==> config.mk <==
export PLATFORM = sky130hd
export DESIGN_NAME = instr_fetch
export DESIGN_NICKNAME = d
export VERILOG_FILES = /design/src/rtl/instr_fetch.sv
export SDC_FILE = /design/constraint.sdc
export NUM_CORES = 1
export LEC_CHECK = 0
export ABC_CLOCK_PERIOD_IN_PS = 5000
export BUFFER_PORTS_ARGS = -buffer_cell sky130_fd_sc_hd__buf_2
export CORE_UTILIZATION = 53
export DETAILED_ROUTE_END_ITERATION = 8
export PLACE_DENSITY = 0.85
export SETUP_SLACK_MARGIN = 0.4
export SKIP_CTS_REPAIR_TIMING = 1
export SKIP_LAST_GASP = 1
export SLEW_MARGIN = 20
export SYNTH_ARGS = -nofsm -noshare
export SYNTH_HDL_FRONTEND = slang
export SYNTH_SLANG_ARGS = --single-unit
==> constraint.sdc <==
create_clock -name clk -period 5 [get_ports clk]
set_input_delay 1 -clock clk [delete_from_list [all_inputs] [get_ports clk]]
set_output_delay 1 -clock clk [all_outputs]
set_load 0.03 [all_outputs]
==> src/rtl/instr_fetch.sv <==
// Instruction fetch unit for the LEGv8 datapath: owns the PC, fetches one
// instruction word per req/ack handshake and presents it to decode.
module instr_fetch #(
    parameter logic [63:0] RESET_PC = 64'h0
) (
    input  logic        clk,
    input  logic        rst_n,
    input  logic        halt,
    output logic        imem_req,
    output logic [63:0] imem_addr,
    input  logic        imem_ack,
    input  logic [31:0] imem_rdata,
    output logic [31:0] instr,
    output logic        instr_valid,
    input  logic        instr_ready,
    output logic [63:0] pc,
    output logic [63:0] link_addr,
    input  logic        BrTaken,
    input  logic        UncondBr,
    input  logic        BR,
    input  logic [63:0] br_target
);

    typedef enum logic [1:0] {
        IDLE,
        REQ,
        HOLD
    } state_e;

    state_e      state_q, state_d;
    logic [63:0] pc_q, pc_d;
    logic [31:0] instr_q, instr_d;
    logic [63:0] br_offset;
    logic [63:0] next_pc;

    // Word offsets scaled to bytes: imm26 for B/BL, imm19 for CBZ/B.cond.
    always_comb begin
        br_offset = '0;
        if (UncondBr) begin
            br_offset = {{36{instr_q[25]}}, instr_q[25:0], 2'b00};
        end else begin
            br_offset = {{43{instr_q[23]}}, instr_q[23:5], 2'b00};
        end
    end

    // if/else chain so an unknown BR/BrTaken falls through to pc + 4.
    always_comb begin
        next_pc = pc_q + 64'd4;
        if (BR) begin
            next_pc = {br_target[63:2], 2'b00};
        end else if (BrTaken) begin
            next_pc = pc_q + br_offset;
        end
    end

    always_comb begin
        state_d = state_q;
        pc_d    = pc_q;
        instr_d = instr_q;
        unique case (state_q)
            IDLE: begin
                if (!halt) begin
                    state_d = REQ;
                end
            end
            REQ: begin
                if (imem_ack) begin
                    instr_d = imem_rdata;
                    state_d = HOLD;
                end
            end
            HOLD: begin
                if (instr_ready) begin
                    pc_d    = next_pc;
                    state_d = halt ? IDLE : REQ;
                end
            end
            default: state_d = IDLE;
        endcase
    end

    always_ff @(posedge clk or negedge rst_n) begin
        if (!rst_n) begin
            state_q <= IDLE;
            pc_q    <= RESET_PC;
            instr_q <= '0;
        end else begin
            state_q <= state_d;
            pc_q    <= pc_d;
            instr_q <= instr_d;
        end
    end

    assign imem_req    = (state_q == REQ);
    assign imem_addr   = pc_q;
    assign instr       = instr_q;
    assign instr_valid = (state_q == HOLD);
    assign pc          = pc_q;
    assign link_addr   = pc_q + 64'd4;

endmodule

Word level (Yosys, flattened, before mapping). Index checks and enable logic that the tools add are counted.

Muxes and demuxes: 8. Bitwise logic cells: 0. Divide/modulo/power cells: 0. $mul: 0. Reductions and logical operators: 4. $lt $le $gt $ge: 0. Equality and inequality tests: 5. Shift operators: 0. $add $sub $neg: 2.

Operator list (number): two-way mux 64 bit (3); adder 64 x 3 -> 64 bit (second input constant) (1); adder 64 bit (1); two-way mux 2 bit (3); one-hot mux 2 bit (3 select lines) (1); inequality test 2 x 1 -> 1 bit (second input constant) (2); AND reduction 2 bit (2); AND reduction 3 bit (1); equality test 2 x 1 -> 1 bit (second input constant) (1); equality test 2 bit (second input constant) (1); logical NOT 2 bit (1); inequality test 2 bit (second input constant) (1); two-way mux 1 bit (1).

Register bits: 98. ROM bits: 0. Memories kept: 0. Memory bits (writable): 0. Input bits: 104. Output and inout port bits: 226. Logic and storage cells: 22. Latch bits: 0.

Depth between registers and ports, before layout. Gate-level depths: netlist (run 1).

Depth in word-level cells: 4. Mapped depth: 16. Gate-level depth less buffers: 13.

Worst setup path after synthesis (run 1). No wires, ideal clock.

Path type: input -> register. Start: in UncondBr. End: reg pc_q[62] (netlist: imem_addr[62]). Cell stages on the path: 15. Path slack: 0.292 ns. Path buffers: 2. Arrival: 4.604 ns. Setup time: 0.104 ns. Required time: 4.896 ns. Path through: clkbuf_1 > nand2b_1 > nand2_1 > ha_1 > clkbuf_1 > a21oi_1 > a21boi_0 > o21bai_1 > a21oi_1 > o21a_1 > a211oi_1 > o21bai_1 > a21oi_1 > xor2_1 > a221oi_1.

Longest elaborated chain between the ends: 4.

Ends and longest elaborated chain: start, declared (line 19) `input logic UncondBr,`; two-way mux 64 bit (line 39) `if (UncondBr) begin`; adder 64 bit (line 52) `next_pc = pc_q + br_offset;`; two-way mux 64 bit (line 51) `end else if (BrTaken) begin`; two-way mux 64 bit (line 49) `if (BR) begin`; end signal, assigned (line 89) `pc_q <= pc_d;`; end, declared (line 31) `logic [63:0] pc_q, pc_d;`.

No other way between the ends. A chain may end at the register's enable or synchronous reset.

Worst setup path in the final report (run 1).
Start: in UncondBr. End: reg pc_q[59] (netlist: imem_addr[59]).

The elaborated chain is that of the path after synthesis.

==> impl_metrics.env, run 1 <==
export IMPL_status="complete, no violations"
export IMPL_totalWireLength_um=36100
export IMPL_dr_total_vias=11100
export IMPL_overall_global_routing_usage=0.352
export IMPL_drt_pre_antenna_iters=5
export IMPL_io_pin_count=330
export IMPL_filler_cell_count=1665
export IMPL_final_min_period_over_clock_period=0.893
export IMPL_ys_warn_count=0
export IMPL_required_time_of_the_worst_setup_path_ns=5.30
export IMPL_path_buf_inv=3
export IMPL_slew_headroom=0.198
export IMPL_multi_input_comb_area_mm2=0.00716
export IMPL_fin_worst_skew_ns=0.0130
export IMPL_final_antenna_net_count=0
export IMPL_worst_skew_pair_late_latency_ns=0.37
export IMPL_synth_avg_cell_area_um2=7.96
export IMPL_cp_arrival_ns=4.77
export IMPL_max_cap_violations=0
export IMPL_cpPeakStageDelay_ns=0.66
export IMPL_vias_per_cell=6.17
export IMPL_place_congestion=0.998
export IMPL_antenna_violations_before_repair=0
export IMPL_yosys_top_cells_area="sky130_fd_sc_hd__dfrtp_1, sky130_fd_sc_hd__ha_1, sky130_fd_sc_hd__xnor2_1"
export IMPL_critical_path_sink_type="flop"
export IMPL_cts_tree="built"
export IMPL_grt_start_max_net_pins=68
export IMPL_ys_types=79
export IMPL_worstHoldPathType="flop to flop"
export IMPL_drc=0
export IMPL_placeableCoreArea_mm2=0.0190
export IMPL_seq_area_mm2=0.00240
export IMPL_cts_clk_slew_worst_paths_ns=0.09
export IMPL_netlist_area_leader_share=0.231
export IMPL_critical_path_source_type="primary input"
export IMPL_critPathTopFamily="compound AO/OA/AOI/OAI gates"
export IMPL_via_count_of_the_first_global_routing_pass=10500
export IMPL_path_class="primary input to flop"
export IMPL_synthesis_instances=1307
export IMPL_timing_final_crit_period_ns=4.46
export IMPL_first_iter_violations=924
export IMPL_numCtsBuffers=9
export IMPL_synth_seq_area_share=0.231
export IMPL_dieArea_mm2=0.0202
export IMPL_die_height_um=142
export IMPL_layout_drive_gt1_share=0.293
export IMPL_area_growth_syn_to_layout_pct=16.5
export IMPL_placement_io_buffers=321
export IMPL_synth_edff_count=0
export IMPL_synthesis_area_mm2=0.0104
export IMPL_setup_violations=0
export IMPL_insertedDiodeCount=0
export IMPL_rows=50
export IMPL_yosys_most_used_dff="sky130_fd_sc_hd__dfrtp_1"
export IMPL_postSynth_asyncResetShare=1.00
export IMPL_grt_setup_unrepaired="true"
export IMPL_tritoncts_num_sinks=96
export IMPL_die_width_um=142
export IMPL_mostFrequentLayoutCell="sky130_fd_sc_hd__buf_2"
export IMPL_worst_path_most_repeated_cell="sky130_fd_sc_hd__a21oi_1"
export IMPL_fmax_ghz=0.224
export IMPL_place_hpwl_um=26900
export IMPL_timing_final_max_slew_violations=0
export IMPL_final_setup_tns_ns=0
export IMPL_cell_breakdown_of_the_critical_path="buf_2 -> buf_12 -> mux2_2 -> ha_1 -> a21oi_1 -> nand4b_1 -> a2111oi_1 -> o311ai_2 -> a211oi_2 -> o21ai_0 -> buf_4 -> a21oi_1 -> nor2_1 -> or4_1 -> nand3_1"
export IMPL_wl_per_cell_um=20.1
export IMPL_tightestPinTransition_ns=1.20
export IMPL_synth_top_area_cell="sky130_fd_sc_hd__dfrtp_1"
export IMPL_nNetsFinal=1700
export IMPL_final_cell_mix="sky130_fd_sc_hd__buf_2, sky130_fd_sc_hd__nand2_1, sky130_fd_sc_hd__a21oi_1"
export IMPL_critical_path_max_fanout=25
export IMPL_clock_tree_root_cell="sky130_fd_sc_hd__clkbuf_16"
export IMPL_start_util=0.549
export IMPL_hold_violations=0
export IMPL_critical_path_s_slowest_cell="sky130_fd_sc_hd__a2111oi_1"
export IMPL_count_of_h_tree_levels_built_during_cts=3
export IMPL_grt_first_pass_wirelength_um=55800
export IMPL_max_clock_path_buffers=2
export IMPL_yosys_register_bits=96
export IMPL_grt_overflow_total=0
-- cell usage after synthesis, types with 19 or more instances --
| cell | number |
|---|---|
| sky130_fd_sc_hd__nand2_1 | 138 |
| sky130_fd_sc_hd__a21oi_1 | 102 |
| sky130_fd_sc_hd__dfrtp_1 | 96 |
| sky130_fd_sc_hd__nor2_1 | 87 |
| sky130_fd_sc_hd__o21ai_0 | 82 |
| sky130_fd_sc_hd__xnor2_1 | 70 |
| sky130_fd_sc_hd__buf_4 | 68 |
| sky130_fd_sc_hd__ha_1 | 62 |
| sky130_fd_sc_hd__clkbuf_1 | 58 |
| sky130_fd_sc_hd__mux2_2 | 51 |
| sky130_fd_sc_hd__a21o_1 | 46 |
| sky130_fd_sc_hd__nand3_1 | 40 |
| sky130_fd_sc_hd__xor2_1 | 39 |
| sky130_fd_sc_hd__nand4_1 | 31 |
| sky130_fd_sc_hd__inv_1 | 27 |
| sky130_fd_sc_hd__a211oi_1 | 22 |
| sky130_fd_sc_hd__and3_1 | 20 |
| sky130_fd_sc_hd__and2_1 | 19 |
-- path summary, 6_finish.rpt --
path | from | end | slack, ns | cells past startpoint
max in group asynchronous | rst_n | imem_addr[12] | 3.22 | 2
max reg2reg | instr[5] | imem_addr[62] | 1.09 | 14
min reg2reg | instr[28] | instr[28] | 0.51 | 1
min in group asynchronous | rst_n | instr[24] | 0.67 | 1
min | instr[28] | instr[28] | 0.51 | 1
max | UncondBr | imem_addr[59] | 0.54 | 15
-- stage by stage --
stage	utilization	instance area [um^2]	setup slack (ns)	hold slack [ns]	instances
floorplan	-	10400	0.523	0.542	1312
global placement	0.622	11800	0.378	0.482	1780
detailed placement	0.622	11800	0.286	0.490	1780
CTS	0.638	12100	0.495	0.509	1796
global route	0.640	12100	0.353	0.526	1798
finish	0.640	12100	0.536	0.505	1798
-- per-layer routing --
layer,vias up,part of all wire,wire length (um),track usage
met2,567,0.47,16900,0.566
li1,5151,-,-,-
met4,0,0.039,1410,0.177
met5,-,0,0,0
met1,5261,0.42,15000,0.458
met3,108,0.077,2770,0.0569
-- flip-flops by register name, indices dropped and copies added (netlist names) --
signal and cells:
state_q 2, imem_addr 62, instr 32
-- cells by family (layout without fill, tap and decap cells) --
| family | Yosys count | after routing | synth area share |
|---|---|---|---|
| flip-flops | 96 | 96 | 0.231 |
| adder cells (fa/ha/maj) | 63 | 63 | 0.0765 |
| XOR/XNOR | 109 | 109 | 0.0917 |
| other | 1 | 6 | 0.000360 |
| AND/OR/NAND/NOR | 405 | 405 | 0.192 |
| AO/OA/AOI/OAI | 395 | 395 | 0.249 |
| multiplexers | 69 | 69 | 0.0730 |
| buffers and inverters | 169 | 395 | 0.0860 |
-- final cells by class --
cell class / instances / area share
Sequential cell: 96 / 0.198
Timing Repair Buffer: 351 / 0.152
Tap cell: 260 / 0.0268
Inverter: 28 / 0.00867
Multi-Input combinational cell: 1047 / 0.590
Clock buffer: 9 / 0.0186
Clock inverter: 7 / 0.00506
Power of run 1 is left out: the tool's default activity adds up to more than one toggle a clock period on the data nets, which glitch-free logic cannot reach.
==> run 2, diff against run 1 <==
CORE_ASPECT_RATIO = 1.75   (was unset)
==> run 2 against run 1 <==
  * Global-route usage is 0.52 points higher
  * Critical endpoint is now link_addr[59]
  * First-iteration DRC count is 22% lower
  * Hold slack worse by 0.0012 ns
==> impl_metrics.env, run 2 (same netlist as run 1, synthesis figures left out) <==
export IMPL_status="complete, no violations"
export IMPL_final_util=0.634
export IMPL_required_time_of_the_worst_setup_path_ns=4.00
export IMPL_largest_register_ffs=62
export IMPL_drt_pre_antenna_iters=7
export IMPL_final_antenna_net_count=0
export IMPL_placeableCoreArea_mm2=0.0192
export IMPL_totalWireLength_um=36900
export IMPL_first_iter_violations=724
export IMPL_tightestPinTransition_ns=0.901
export IMPL_grt_start_max_net_pins=69
export IMPL_rows=67
export IMPL_worst_hold_slack_ns=0.504
export IMPL_critical_path_sink_type="output port"
export IMPL_worst_skew_pair_late_latency_ns=0.36
export IMPL_place_hpwl_um=28600
export IMPL_mostFrequentLayoutCell="sky130_fd_sc_hd__buf_2"
export IMPL_cp_arrival_ns=3.42
export IMPL_layout_drive_gt1_share=0.297
export IMPL_critical_path_source_type="flop"
export IMPL_grt_first_pass_wirelength_um=55800
export IMPL_placement_io_buffers=321
export IMPL_antenna_violations_before_repair=3
export IMPL_final_setup_tns_ns=0
export IMPL_hold_violations=0
export IMPL_final_min_period_over_clock_period=0.884
export IMPL_fin_worst_skew_ns=0.0108
export IMPL_slew_headroom=0.395
export IMPL_filler_cell_count=1717
export IMPL_die_width_um=108
export IMPL_wl_per_cell_um=20.6
export IMPL_fmax_ghz=0.226
export IMPL_io_pin_count=330
export IMPL_grt_setup_unrepaired="false"
export IMPL_critical_path_max_fanout=9
export IMPL_timing_final_max_slew_violations=0
export IMPL_cts_clk_slew_worst_paths_ns=0.08
export IMPL_vias_per_cell=6.24
export IMPL_max_cap_violations=0
export IMPL_setup_violations=0
export IMPL_nNetsFinal=1710
export IMPL_overall_global_routing_usage=0.358
export IMPL_start_util=0.542
export IMPL_place_congestion=0.964
export IMPL_clock_tree_root_cell="sky130_fd_sc_hd__clkbuf_16"
export IMPL_area_growth_syn_to_layout_pct=16.9
export IMPL_worstHoldPathType="flop to flop"
export IMPL_grt_overflow_total=0
export IMPL_dp_cells=1772
export IMPL_count_of_h_tree_levels_built_during_cts=3
export IMPL_drc=0
export IMPL_cts_tree="built"
export IMPL_path_class="flop to output port"
export IMPL_final_cell_mix="sky130_fd_sc_hd__buf_2, sky130_fd_sc_hd__nand2_1, sky130_fd_sc_hd__a21oi_1"
export IMPL_timing_final_crit_period_ns=4.42
export IMPL_rrSetupSlack_ns=1.14
export IMPL_die_height_um=187
export IMPL_dieArea_mm2=0.0202
export IMPL_numCtsBuffers=9
export IMPL_via_count_of_the_first_global_routing_pass=10600
export IMPL_max_clock_path_buffers=2
export IMPL_final_instance_count_excl_fill=1792
export IMPL_tritoncts_num_sinks=96
export IMPL_dr_total_vias=11200
==> run 2: path summary, 6_finish.rpt <==
kind,startpoint,cells after the start,end
max,imem_addr[12],9,link_addr[59]
min,instr[27],1,instr[27]
max reg2reg,instr[6],13,imem_addr[37]
min reg2reg,instr[27],1,instr[27]
max in group asynchronous,rst_n,2,imem_addr[34]
min in group asynchronous,rst_n,1,instr[2]
==> run 2: final cells by class <==
class | instances | area (um^2) | area share
Clock buffer | 9 | 225 | 0.0185
Antenna cell | 3 | 7.51 | 0.000617
Multi-Input combinational cell | 1047 | 7150 | 0.588
Timing Repair Buffer | 361 | 1910 | 0.157
Tap cell | 241 | 302 | 0.0248
Clock inverter | 7 | 61.3 | 0.00504
Sequential cell | 96 | 2400 | 0.197
Inverter | 28 | 105 | 0.00864
==> run 2: layer usage <==
metal / vias to the layer above / GRT usage / share of wire
li1: 5163 / - / -
met3: 139 / 0.0397 / 0.060
met5: - / 0 / 0
met2: 562 / 0.646 / 0.52
met4: 0 / 0.238 / 0.065
met1: 5320 / 0.381 / 0.35
==> run 2: through the flow <==
step | cell area, um^2 | setup slack (ns)
CTS | 12100 | 0.478
global route | 12200 | 0.418
global placement | 11800 | 0.278
floorplan | 10400 | 0.523
finish | 12200 | 0.579
detailed placement | 11800 | 0.194
==> run 2: worst max-delay path: stages (launching register included) <==
cell                      delay (ns)
sky130_fd_sc_hd__dfrtp_1        0.52
sky130_fd_sc_hd__nand3_1        0.20
sky130_fd_sc_hd__or4_4          0.61
sky130_fd_sc_hd__nor4_4         0.35
sky130_fd_sc_hd__buf_4          0.23
sky130_fd_sc_hd__and3_1         0.29
sky130_fd_sc_hd__and2_1         0.24
sky130_fd_sc_hd__and3_1         0.26
sky130_fd_sc_hd__xor2_1         0.15
sky130_fd_sc_hd__buf_2          0.21
Power of run 2 is left out for the same reason.
